**config.mk**
```make
export PLATFORM = sky130hd
export DESIGN_NAME = uart_mem_sequencer
export DESIGN_NICKNAME = d
export VERILOG_FILES = /design/src/rtl/uart_mem_sequencer.sv
export SDC_FILE = /design/constraint.sdc
export NUM_CORES = 1
export LEC_CHECK = 0
export CAP_MARGIN = 20
export CORE_MARGIN = 1
export CORE_UTILIZATION = 48
export DETAILED_ROUTE_END_ITERATION = 16
export PLACE_DENSITY = 0.84
export RECOVER_POWER = 100
export SLEW_MARGIN = 20
export SYNTH_ARGS = -nofsm -noshare
export SYNTH_HDL_FRONTEND = slang
export SYNTH_SLANG_ARGS = --single-unit
```
**constraint.sdc**
```tcl
create_clock -name clk_i -period 5.3 [get_ports clk_i]
set_input_delay 0.53 -clock clk_i [delete_from_list [all_inputs] [get_ports clk_i]]
set_output_delay 0.53 -clock clk_i [all_outputs]
set_load 0.1 [all_outputs]
```
**src/rtl/uart_mem_sequencer.sv**
```systemverilog
// CPU-side master for the UART memory link: arbitrates imem/dmem reads, sends a 4-byte address, collects a 4-byte reply.
// Optional reply-timeout abort is enabled by defining UART_SEQ_TIMEOUT_EN.
module uart_mem_sequencer #(
  parameter logic [31:0] TimeoutCycles = 32'd1000000
) (
  input  logic        clk_i,
  input  logic        reset_i,
  input  logic        imem_valid_i,
  input  logic [31:0] imem_addr_i,
  output logic        imem_ready_o,
  output logic        imem_rvalid_o,
  output logic [31:0] imem_rdata_o,
  input  logic        dmem_valid_i,
  input  logic [31:0] dmem_addr_i,
  output logic        dmem_ready_o,
  output logic        dmem_rvalid_o,
  output logic [31:0] dmem_rdata_o,
  output logic [7:0]  tx_tdata_o,
  output logic        tx_tvalid_o,
  input  logic        tx_tready_i,
  input  logic [7:0]  rx_tdata_i,
  input  logic        rx_tvalid_i,
  output logic        rx_tready_o,
  output logic        busy_o,
  output logic        err_o
);

  typedef enum logic [1:0] {IDLE, SEND, RECV, RESP} state_t;
  typedef enum logic {G_IMEM, G_DMEM} grant_t;

  state_t      state;
  grant_t      grant;
  grant_t      last_grant;
  logic [1:0]  idx;
  logic [1:0]  idx_next;
  logic [31:0] addr;
  logic [31:0] word;
  logic        pick_d;
`ifdef UART_SEQ_TIMEOUT_EN
  logic [31:0] cnt;
`endif

  // A tie goes to the port that did not win last time.
  always_comb begin
    pick_d   = dmem_valid_i & (~imem_valid_i | (last_grant == G_IMEM));
    idx_next = idx + 2'd1;
  end

  always_ff @(posedge clk_i or posedge reset_i) begin
    if (reset_i) begin
      state         <= IDLE;
      grant         <= G_IMEM;
      last_grant    <= G_IMEM;
      idx           <= '0;
      addr          <= '0;
      word          <= '0;
      imem_ready_o  <= 1'b0;
      imem_rvalid_o <= 1'b0;
      imem_rdata_o  <= '0;
      dmem_ready_o  <= 1'b0;
      dmem_rvalid_o <= 1'b0;
      dmem_rdata_o  <= '0;
      tx_tdata_o    <= '0;
      tx_tvalid_o   <= 1'b0;
      rx_tready_o   <= 1'b0;
      busy_o        <= 1'b0;
      err_o         <= 1'b0;
`ifdef UART_SEQ_TIMEOUT_EN
      cnt           <= '0;
`endif
    end else begin
      imem_ready_o  <= 1'b0;
      dmem_ready_o  <= 1'b0;
      imem_rvalid_o <= 1'b0;
      dmem_rvalid_o <= 1'b0;
      err_o         <= 1'b0;
      case (state)
        IDLE: begin
          if (imem_valid_i | dmem_valid_i) begin
            if (pick_d) begin
              grant        <= G_DMEM;
              last_grant   <= G_DMEM;
              dmem_ready_o <= 1'b1;
              addr         <= dmem_addr_i;
              tx_tdata_o   <= dmem_addr_i[7:0];
            end else begin
              grant        <= G_IMEM;
              last_grant   <= G_IMEM;
              imem_ready_o <= 1'b1;
              addr         <= imem_addr_i;
              tx_tdata_o   <= imem_addr_i[7:0];
            end
            idx         <= '0;
            tx_tvalid_o <= 1'b1;
            busy_o      <= 1'b1;
            state       <= SEND;
          end
        end
        SEND: begin
          if (tx_tready_i) begin
            if (idx == 2'd3) begin
              idx         <= '0;
              tx_tvalid_o <= 1'b0;
              rx_tready_o <= 1'b1;
              state       <= RECV;
`ifdef UART_SEQ_TIMEOUT_EN
              cnt         <= '0;
`endif
            end else begin
              idx        <= idx_next;
              tx_tdata_o <= addr[8*idx_next +: 8];
            end
          end
        end
        RECV: begin
          if (rx_tvalid_i) begin
            word[8*idx +: 8] <= rx_tdata_i;
            idx              <= idx_next;
`ifdef UART_SEQ_TIMEOUT_EN
            cnt              <= '0;
`endif
            // Last byte bypasses the word register so the response is ready in RESP.
            if (idx == 2'd3) begin
              idx         <= '0;
              rx_tready_o <= 1'b0;
              state       <= RESP;
              if (grant == G_DMEM) begin
                dmem_rvalid_o <= 1'b1;
                dmem_rdata_o  <= {rx_tdata_i, word[23:0]};
              end else begin
                imem_rvalid_o <= 1'b1;
                imem_rdata_o  <= {rx_tdata_i, word[23:0]};
              end
            end
          end
`ifdef UART_SEQ_TIMEOUT_EN
          else if (cnt == TimeoutCycles - 32'd1) begin
            idx         <= '0;
            rx_tready_o <= 1'b0;
            err_o       <= 1'b1;
            state       <= RESP;
            if (grant == G_DMEM) begin
              dmem_rvalid_o <= 1'b1;
              dmem_rdata_o  <= 32'hDEADBEEF;
            end else begin
              imem_rvalid_o <= 1'b1;
              imem_rdata_o  <= 32'hDEADBEEF;
            end
          end else begin
            cnt <= cnt + 32'd1;
          end
`endif
        end
        RESP: begin
          busy_o <= 1'b0;
          state  <= IDLE;
        end
        default: state <= IDLE;
      endcase
    end
  end

endmodule

```
==> results of run 1 <==
[state kept, by name (all words and copies together) (netlist names)]
register / cells
addr: 32
dmem_rdata_o: 32
imem_rdata_o: 32
word: 24
tx_tdata_o: 8
idx: 2
state: 2
busy_o: 1
dmem_ready_o: 1
dmem_rvalid_o: 1
imem_ready_o: 1
imem_rvalid_o: 1
last_grant: 1
rx_tready_o: 1
tx_tvalid_o: 1
[layout by cell type (no fill, tap or decap), drive strengths merged, types with 8 or more instances in the layout]
| cell | instances |
|---|---|
| o22a | 8 |
| clkbuf | 23 |
| nand2 | 91 |
| clkdlybuf4s50 | 75 |
| mux2i | 50 |
| ha | 12 |
| o21ai | 60 |
| a22o | 8 |
| inv | 12 |
| dlygate4sd3 | 81 |
| mux2 | 66 |
| dfrtp | 140 |
[through the flow]
| step | total power, W | setup slack (ps) | std cells | area [um2] | utilization |
|---|---|---|---|---|---|
| finish | 0.00472 | 1660 | 842 | 8360 | 0.665 |
| global route | 0.00497 | 1430 | 842 | 8360 | 0.665 |
| global placement | 0.00364 | 2760 | 810 | 7860 | 0.625 |
| CTS | 0.00487 | 2790 | 842 | 8430 | 0.671 |
| floorplan | 0.00322 | 1020 | 502 | 6170 | - |
| detailed placement | 0.00371 | 2630 | 810 | 7860 | 0.625 |
[power by group through the flow]
stage	registers (W)	logic (W)	clock network, W
after floorplan	0.00233	0.000890	0
after CTS	0.00157	0.00214	0.00116
after detailed placement	0.00158	0.00213	0
final	0.00156	0.00202	0.00114
after global routing	0.00160	0.00216	0.00121
after global placement	0.00156	0.00208	0
[layer usage]
layer | share of wire | global-route usage | vias to the layer above
li1 | - | - | 2061
met1 | 0.42 | 0.273 | 2083
met2 | 0.51 | 0.398 | 178
met3 | 0.054 | 0.0539 | 16
met4 | 0.015 | 0.0753 | 0
met5 | 0 | 0 | -
[worst paths after layout]
check	endpoint	start	cells past startpoint	slack, ps
max in group asynchronous	addr[29]	reset_i	3	3400
min in group asynchronous	dmem_rdata_o[9]	reset_i	2	760
hold / removal	imem_rdata_o[4]	imem_rdata_o[4]	2	470
setup reg to reg	dmem_rdata_o[25]	idx[0]	5	1760
setup / recovery	tx_tdata_o[5]	dmem_valid_i	6	1660
hold reg to reg	imem_rdata_o[4]	imem_rdata_o[4]	2	470
[worst max-delay path, stage by stage]
cell and delay [ps]:
dlygate4sd3_1 660, a21boi_0 230, clkbuf_1 1650, mux2i_1 400, o21ai_0 130, mux2_1 310
[kinds of logic after synthesis]
kind of cell	synth area share
adder cells (fa/ha/maj)	0.0243
buffers and inverters	0.0338
other	0.000607
AND/OR/NAND/NOR	0.0821
multiplexers	0.206
AO/OA/AOI/OAI	0.0855
flip-flops	0.567
[layout make-up]
class                           count  area, um2  area share
Sequential cell                   140       3500       0.419
Multi-Input combinational cell    325       2420       0.290
Timing Repair Buffer              162       1590       0.190
Clock buffer                       19        433      0.0518
Tap cell                          172        215      0.0258
Clock inverter                     13        144      0.0172
Inverter                           11       46.3     0.00554
==> results.toml, run 1 <==
[final_layout]
nNetsFinal = 747
nFillCells = 931
drive_gt1_frac = 0.145
diodes = 0
syn_to_final_growth_pct = 35.3

[setup_path]
path_class = "input pin to flip-flop"
cp_data_arrival_time_ps = 3930
endpoint_kind = "flip-flop"
crit_fanout = 34
cp.required_ps = 5590
setup.worst_path.start_class = "input pin"

[floorplanning]
boundaryPins = 158
die_h_um = 115
initial_core_util = 0.491
fp.dieW_um = 115
num_rows = 41
die_area_mm2 = 0.0133
coreArea_mm2 = 0.0126

[clock_network]
htreeDepth = 4
clkTransAtPathRegs_ps = 60
hold_buffers = 0
cts-root-buf = "clkbuf_16"
clkSinkCount = 140
clk_latency_ps = 410
tritoncts = "built"
clockBufferDepth = 2
cts_resized = 0
post_cts_buffers = 0
numCtsBuffers = 17

[sta]
max_freq_mhz = 275
setup_viol = 0
tns_ps = 0
hold_violations = 0
drv_slew = 135
fin_crit_ps = 3640
finClkSkew_ps = 5.92
tightest_slew_ps = 2290
whs_ps = 469
period_share = 0.687
rsz0062_at_grt = "false"
max_slew_margin = -0.526

[synthesis]
synth_edf_count = 0
yosysTopAreaCell = "dfrtp_1"
synth-seq-cells = 140
synth.avg_cell_area_um2 = 12.3
syn-cell-area_mm2 = 0.00617
ys_types = 41
synthCells = 502
synth.top_cell.area_share = 0.567
synth_commonest_cells = "dfrtp_1, nand2_1, o21ai_0"
yosys_warnings = 0
syn_nets = 592
async_flop_share = 1.00
yosysSeqAreaShare = 0.567
yosys-top-cells-area = "dfrtp_1, mux2_2, mux2i_1"
synth_ff_type = "dfrtp_1"
yosysMostFrequentCell = "dfrtp_1"

[power_and_ir_drop]
p_clk_frac = 0.241
combinationalPowerShare = 0.428
powerDensity_mw_per_mm2 = 565
power.leakage_nw = 4.04
internal-power_w = 0.00268
swShare = 0.432
switching_power_w = 0.00204
p_seq_frac = 0.331
irDropWorstVdd_mv = 0.334

[drt]
wl_per_cell_um = 16.7
wl_mm = 14.1
final_antenna_net_count = 0
dr.pass1.iters = 4
num_vias = 4338
drt_iter0_drc = 235
routed_via_density = 5.15
drc = 0

[placed_design]
gp_congestion = 0.752
place_hpwl_mm = 9.98
port_buffers = 156

[global_route]
grt_usage = 0.226
grt_overflow = 0
antenna_found_initial = 0
grt_pass1_wl_mm = 22.6
grt_max_degree = 93
grt_pass1_vias = 4489

[run_status]
status = "finished with violations"
violations = "max-capacitance violations, max-slew violations"

[worst_hold_path]
hp-class = "flip-flop to flip-flop"

[run]
max_cap_viol_count = 3
Power figures use the tool's default switching activity.
==> inputs of run 2 (changes only) <==
==> constraint.sdc (replaced) <==
create_clock -name clk_i -period 3.43 [get_ports clk_i]
set_input_delay 0.343 -clock clk_i [delete_from_list [all_inputs] [get_ports clk_i]]
set_output_delay 0.343 -clock clk_i [all_outputs]
set_load 0.1 [all_outputs]
==> run 2 against run 1 <==
Effect of this change: the run still ends with max-capacitance violations, max-slew violations left; clock skew increased by 0.77 ps; global-route usage is 0.93 points higher; via count rose by 3.3%; register-to-register slack got worse by 1000 ps; sequential cell count unchanged; combinational power increased by 53%; critical endpoint is now word[13]; sequential power rose by 56%; largest power group unchanged; clock-buffer cell count shrank 2; cell area grew 0.70%; utilization is 0.47 points higher; final cell count up 0.36%; hold slack got worse by 72 ps.
==> results.toml, run 2 (synthesized netlist as in run 1, its figures left out) <==
[global_route]
grt_max_degree = 67
grt_usage = 0.236
antenna_found_initial = 0
grt_overflow = 0
grt_pass1_vias = 4689
grt_pass1_wl_mm = 23.6

[power_and_ir_drop]
power.leakage_nw = 4.08
finalPower_w = 0.00732
irDropWorstVdd_mv = 0.577
powerDensity_mw_per_mm2 = 870

[placed_design]
port_buffers = 156
gp_congestion = 0.767
place_hpwl_mm = 10.4

[sta]
max_slew_margin = -0.275
setup_viol = 0
tns_ps = 0
whs_ps = 397
max_freq_mhz = 370
tightest_slew_ps = 1910
fin_crit_ps = 2700
finClkSkew_ps = 6.69
drv_slew = 32
rsz0062_at_grt = "false"
period_share = 0.788
hold_violations = 0

[floorplanning]
num_rows = 41
boundaryPins = 158
die_area_mm2 = 0.0133
die_h_um = 115
initial_core_util = 0.491
coreArea_mm2 = 0.0126
fp.dieW_um = 115

[run]
max_cap_viol_count = 1

[clock_network]
clockBufferDepth = 2
htreeDepth = 4
post_cts_buffers = 0
clk_latency_ps = 410
cts-root-buf = "clkbuf_16"
clkSinkCount = 140
numCtsBuffers = 17
hold_buffers = 0
cts_resized = 0
clkTransAtPathRegs_ps = 60
tritoncts = "built"

[final_layout]
diodes = 0
nNetsFinal = 750
syn_to_final_growth_pct = 36.3
final_common_cell = "dfrtp_1"
drive_gt1_frac = 0.156
nFillCells = 951
layout_common_cells = "dfrtp_1, nand2_1, dlygate4sd3_1"
top_regs = "addr: 32 flops, dmem_rdata_o: 32 flops, imem_rdata_o: 32 flops"

[drt]
routed_via_density = 5.30
final_antenna_net_count = 0
wl_mm = 14.4
drc = 0
num_vias = 4479
dr.pass1.iters = 4
drt_iter0_drc = 229
wl_per_cell_um = 17.0

[setup_path]
crit_fanout = 9
cp_data_arrival_time_ps = 3010
setup.worst_path.start_class = "flip-flop"
endpoint_kind = "flip-flop"
cp.required_ps = 3740
path_class = "flip-flop to flip-flop"

[run_status]
violations = "max-capacitance violations, max-slew violations"
status = "finished with violations"

[worst_hold_path]
hp-class = "input pin to asynchronous set/reset pin"
==> run 2: routing by layer <==
metal  vias up  routed length [um]  track usage
met2       173                7340        0.417
li1       2079                   -            -
met1      2204                5950        0.277
met4         0                 229       0.0866
met5         -                   0            0
met3        23                 853       0.0581
==> run 2: final timing paths <==
| path | startpoint | end | slack (ps) | cells after the start |
|---|---|---|---|---|
| min in group clk_i | imem_rdata_o[3] | imem_rdata_o[3] | 480 | 2 |
| min reg2reg | imem_rdata_o[3] | imem_rdata_o[3] | 480 | 2 |
| max in group asynchronous | reset_i | imem_rdata_o[28] | 900 | 3 |
| max reg2reg | idx[0] | word[13] | 730 | 5 |
| max | idx[0] | word[13] | 730 | 5 |
| min | reset_i | dmem_rdata_o[3] | 400 | 2 |
==> run 2: worst max-delay path, cell delays in order (launching register included) <==
cell and delay [ps]:
dfrtp_1 570, inv_1 190, ha_1 450, nor4b_1 1060
nand2_1 100, o21ai_0 230
==> run 2: final cells by class <==
class | instances | area, um2 | area share
clock buffers | 17 | 425 | 0.0506
multi-input cells | 325 | 2430 | 0.289
inverters | 11 | 42.5 | 0.00506
clock inverters | 15 | 153 | 0.0181
well taps | 172 | 215 | 0.0256
flip-flops and latches | 140 | 3500 | 0.416
repair buffers | 165 | 1650 | 0.196
==> run 2: power by group <==
part	switching [W]	internal, W
logic	0.00216	0.000940
registers	0.000324	0.00212
clock network	0.000748	0.00102
total	0.00324	0.00408
==> run 2: metrics by stage <==
stage | util | cell area [um2] | setup slack (ps) | std cells
floorplan | - | 6180 | 1340 | 502
global placement | 0.628 | 7900 | 1000 | 812
detailed placement | 0.628 | 7900 | 877 | 812
CTS | 0.674 | 8470 | 1090 | 844
global route | 0.669 | 8410 | 487 | 845
finish | 0.669 | 8410 | 727 | 845
==> patch: new RTL, config.mk and constraints of run 2 <==
Build with the macro `UART_SEQ_TIMEOUT_EN` defined.
--- a/src/rtl/uart_mem_sequencer.sv
+++ b/src/rtl/uart_mem_sequencer.sv
@@ -1,5 +1,7 @@
 // CPU-side master for the UART memory link: arbitrates imem/dmem reads, sends a 4-byte address, collects a 4-byte reply.
 // Optional reply-timeout abort is enabled by defining UART_SEQ_TIMEOUT_EN.
+`define UART_SEQ_TIMEOUT_EN
+
 module uart_mem_sequencer #(
   parameter logic [31:0] TimeoutCycles = 32'd1000000
 ) (
Behaviour: no difference found for any inputs over 4 cycles, from zero or initial values and one cycle with reset_i high; that may be too few to reach the edited logic, so the function may still have changed.
==> patch against run 2 <==
Routed wire length grew 39%. First-iteration DRC count grew to 2.7 times the old value. The run still ends with capacitance limit, slew limit left. Total power up 12%. Setup slack lost 0.18 ns. Synthesized cell count rose by 31%. Clock power is 9% higher. Sequential power grew 16%. Synthesized area increased by 25%. Final area is 20% higher. Sequential cell count increased by 33. Die area grew 25%. Largest cell class unchanged.
==> patch: results (changes against run 2) <==
** Detailed routing
- The via count came to 6325 (was 4479).
- The routed wire length per instance was 19.2 um (was 17.0 um).
- DRT Pass-1 Iters :: 5 (was 4)
- The number of DRC markers after the initial detailed-route iteration is 621 (was 229).

** Final layout
- Post-layout nets :: 902 (was 750)
- The share of final-layout standard cells stronger than drive strength 1 is 0.0713 (was 0.156).
- The total of fill cells in the finished design was 1210 (was 951).

** Clock network
- The setup fix buffers added after clock tree synthesis is 0 (unchanged).
- Count of H-tree levels built during CTS :: 4 (unchanged)
- Latest clock arrival within the worst-skew pair :: 0.44 ns (was 0.41 ns)
- The clock transition at the register clock pins on the worst setup and hold paths after CTS is 0.06 ns (about the same).
- Number of buffers added by the clock tree synthesis step :: 17 (unchanged)

** Pwr
- The leakage power total came to 4.65 nW (was 4.08 nW).
- The peak supply drop is 0.484 mV (was 0.577 mV).

** STA
- The final number of max-transition violations was 84 (was 32).
- The clock skew after layout came to 0.0113 ns (was 0.00669 ns).
- Slew Limit Headroom :: -0.381 (was -0.275)

** Setup path
- The arrival time at the worst endpoint was 3.20 ns (was 3.01 ns).
- The critical-path maximum fanout came to 25 (was 9).
- The master of the slowest instance on the critical path is a21oi_1 (was nor4b_1).
- The largest incremental delay on the critical path is 0.59 ns (was 1.06 ns).
- Category of cells accounting for the largest share of critical-path delay :: compound AO/OA/AOI/OAI gates (was simple AND/OR/NAND/NOR gates)

** Synthesis
- The Yosys warning count came to 0 (unchanged).
- The portion of the post-synthesis area used by sequential elements was 0.560 (was 0.567).
- The post-synthesis compound-gate area fraction was 0.243 (was 0.0855).
- The proportion of synthesized area in mux cells was 0.0391 (was 0.206).
- Top cells by instance count after synthesis: 173 x dfrtp_1, 91 x a22o_1, 49 x o22a_1 (was 140 x dfrtp_1, 91 x nand2_1, 60 x o21ai_0).
- Leading post-synthesis cells by cell area :: dfrtp_1 56%, a22o_1 10%, o22a_1 5.5% (was dfrtp_1 57%, mux2_2 11%, mux2i_1 8.1%)
- The synthesized netlist net count is 748 (was 592).
- The share of the synthesized netlist area taken by xor and xnor gates was 0.00226 (was 0).
- The adder-cell area share of the yosys netlist is 0.0162 (was 0.0243).
- Distinct cells, synth :: 61 (was 41)
- Most numerous cell in the Yosys netlist :: dfrtp_1 (unchanged)

** Run
- The number of maximum-capacitance constraint violations came to 2 (was 1).

** GRT
- Initial antenna violation count :: 1 (was 0)
- The pin count of the biggest net entering global routing came to 91 (was 67).
- The wire length of the first global-routing pass was 32500 um (was 23600 um).
- The overall fraction of global-route tracks in use came to 0.255 (was 0.236).
- The number of global-route vias before repair is 6065 (was 4689).

** Place
- Port Buffer Count :: 157 (was 156)
- The global placement routability congestion is 0.925 (was 0.767).
- Placement Setup Slack :: 0.876 ns (was 0.877 ns)
- DP Wirelength :: 13900 um (was 10400 um)

** Status
- Failing checks :: capacitance limit, slew limit (unchanged)
- Run status :: finished with violations (unchanged)

** Hold path
- The class of the most critical hold timing path is flip-flop to flip-flop (was input port to async pin).
patch: cells by family after synthesis:
| family | after synthesis |
|---|---|
| flip-flops | 173 |
| adder cells (fa/ha/maj) | 10 |
| AND/OR/NAND/NOR | 158 |
| XOR/XNOR | 2 |
| AO/OA/AOI/OAI | 241 |
| multiplexers | 20 |
| buffers and inverters | 56 |
patch: worst register-to-register path, cell delays in order (launching register included):
cell and delay (ns):
dfrtp_1 0.42, ha_1 0.25, nand3_1 0.27, or3_1 0.26, nor3_4 0.08, a21oi_1 0.59, clkinv_2 0.56, o22a_1 0.34
patch: worst paths after layout:
path,start,endpoint,slack [ns],cells past startpoint
worst max-delay path,cnt[0],dmem_rdata_o[12],0.55,7
worst min-delay path,dmem_rdata_o[21],dmem_rdata_o[21],0.48,1
worst max register to register,cnt[0],dmem_rdata_o[12],0.55,7
worst min register to register,dmem_rdata_o[21],dmem_rdata_o[21],0.48,1
max in group asynchronous,reset_i,cnt[16],0.89,3
min in group asynchronous,reset_i,addr[0],0.53,2
patch: per-stage QoR:
stage          total power, mW  instance area, sq um  hold slack (ns)  std cells  utilization
3_5_place_dp              6.39                  9570            0.474       1011        0.605
4_1_cts                   8.31                 10200            0.319       1043        0.642
5_1_grt                   8.55                 10100            0.498       1043        0.637
3_3_place_gp              6.29                  9570            0.461       1011        0.605
2_1_floorplan             5.42                  7740            0.445        660            -
6_report                  8.19                 10100            0.480       1043        0.637
patch: where the power goes:
group          total, mW  leakage [nW]  internal [mW]  switching [mW]
Sequential          2.84          2.31           2.51           0.331
Combinational       3.42          2.05           1.04            2.38
Clock               1.93         0.284           1.12           0.814
patch: cell type report:
cell class,count,share of cell area
Clock buffer,20,0.0453
Clock inverter,12,0.0138
Inverter,17,0.00670
Multi-Input combinational cell,431,0.311
Sequential cell,173,0.430
Tap cell,216,0.0268
Timing Repair Buffer,174,0.167
patch: routing by layer:
layer / global-route usage / up-vias / routed length (um)
met5: 0 / - / 0
met4: 0.0858 / 0 / 304
met3: 0.0653 / 23 / 1360
met2: 0.404 / 273 / 9680
met1: 0.342 / 3152 / 8660
li1: - / 2877 / -
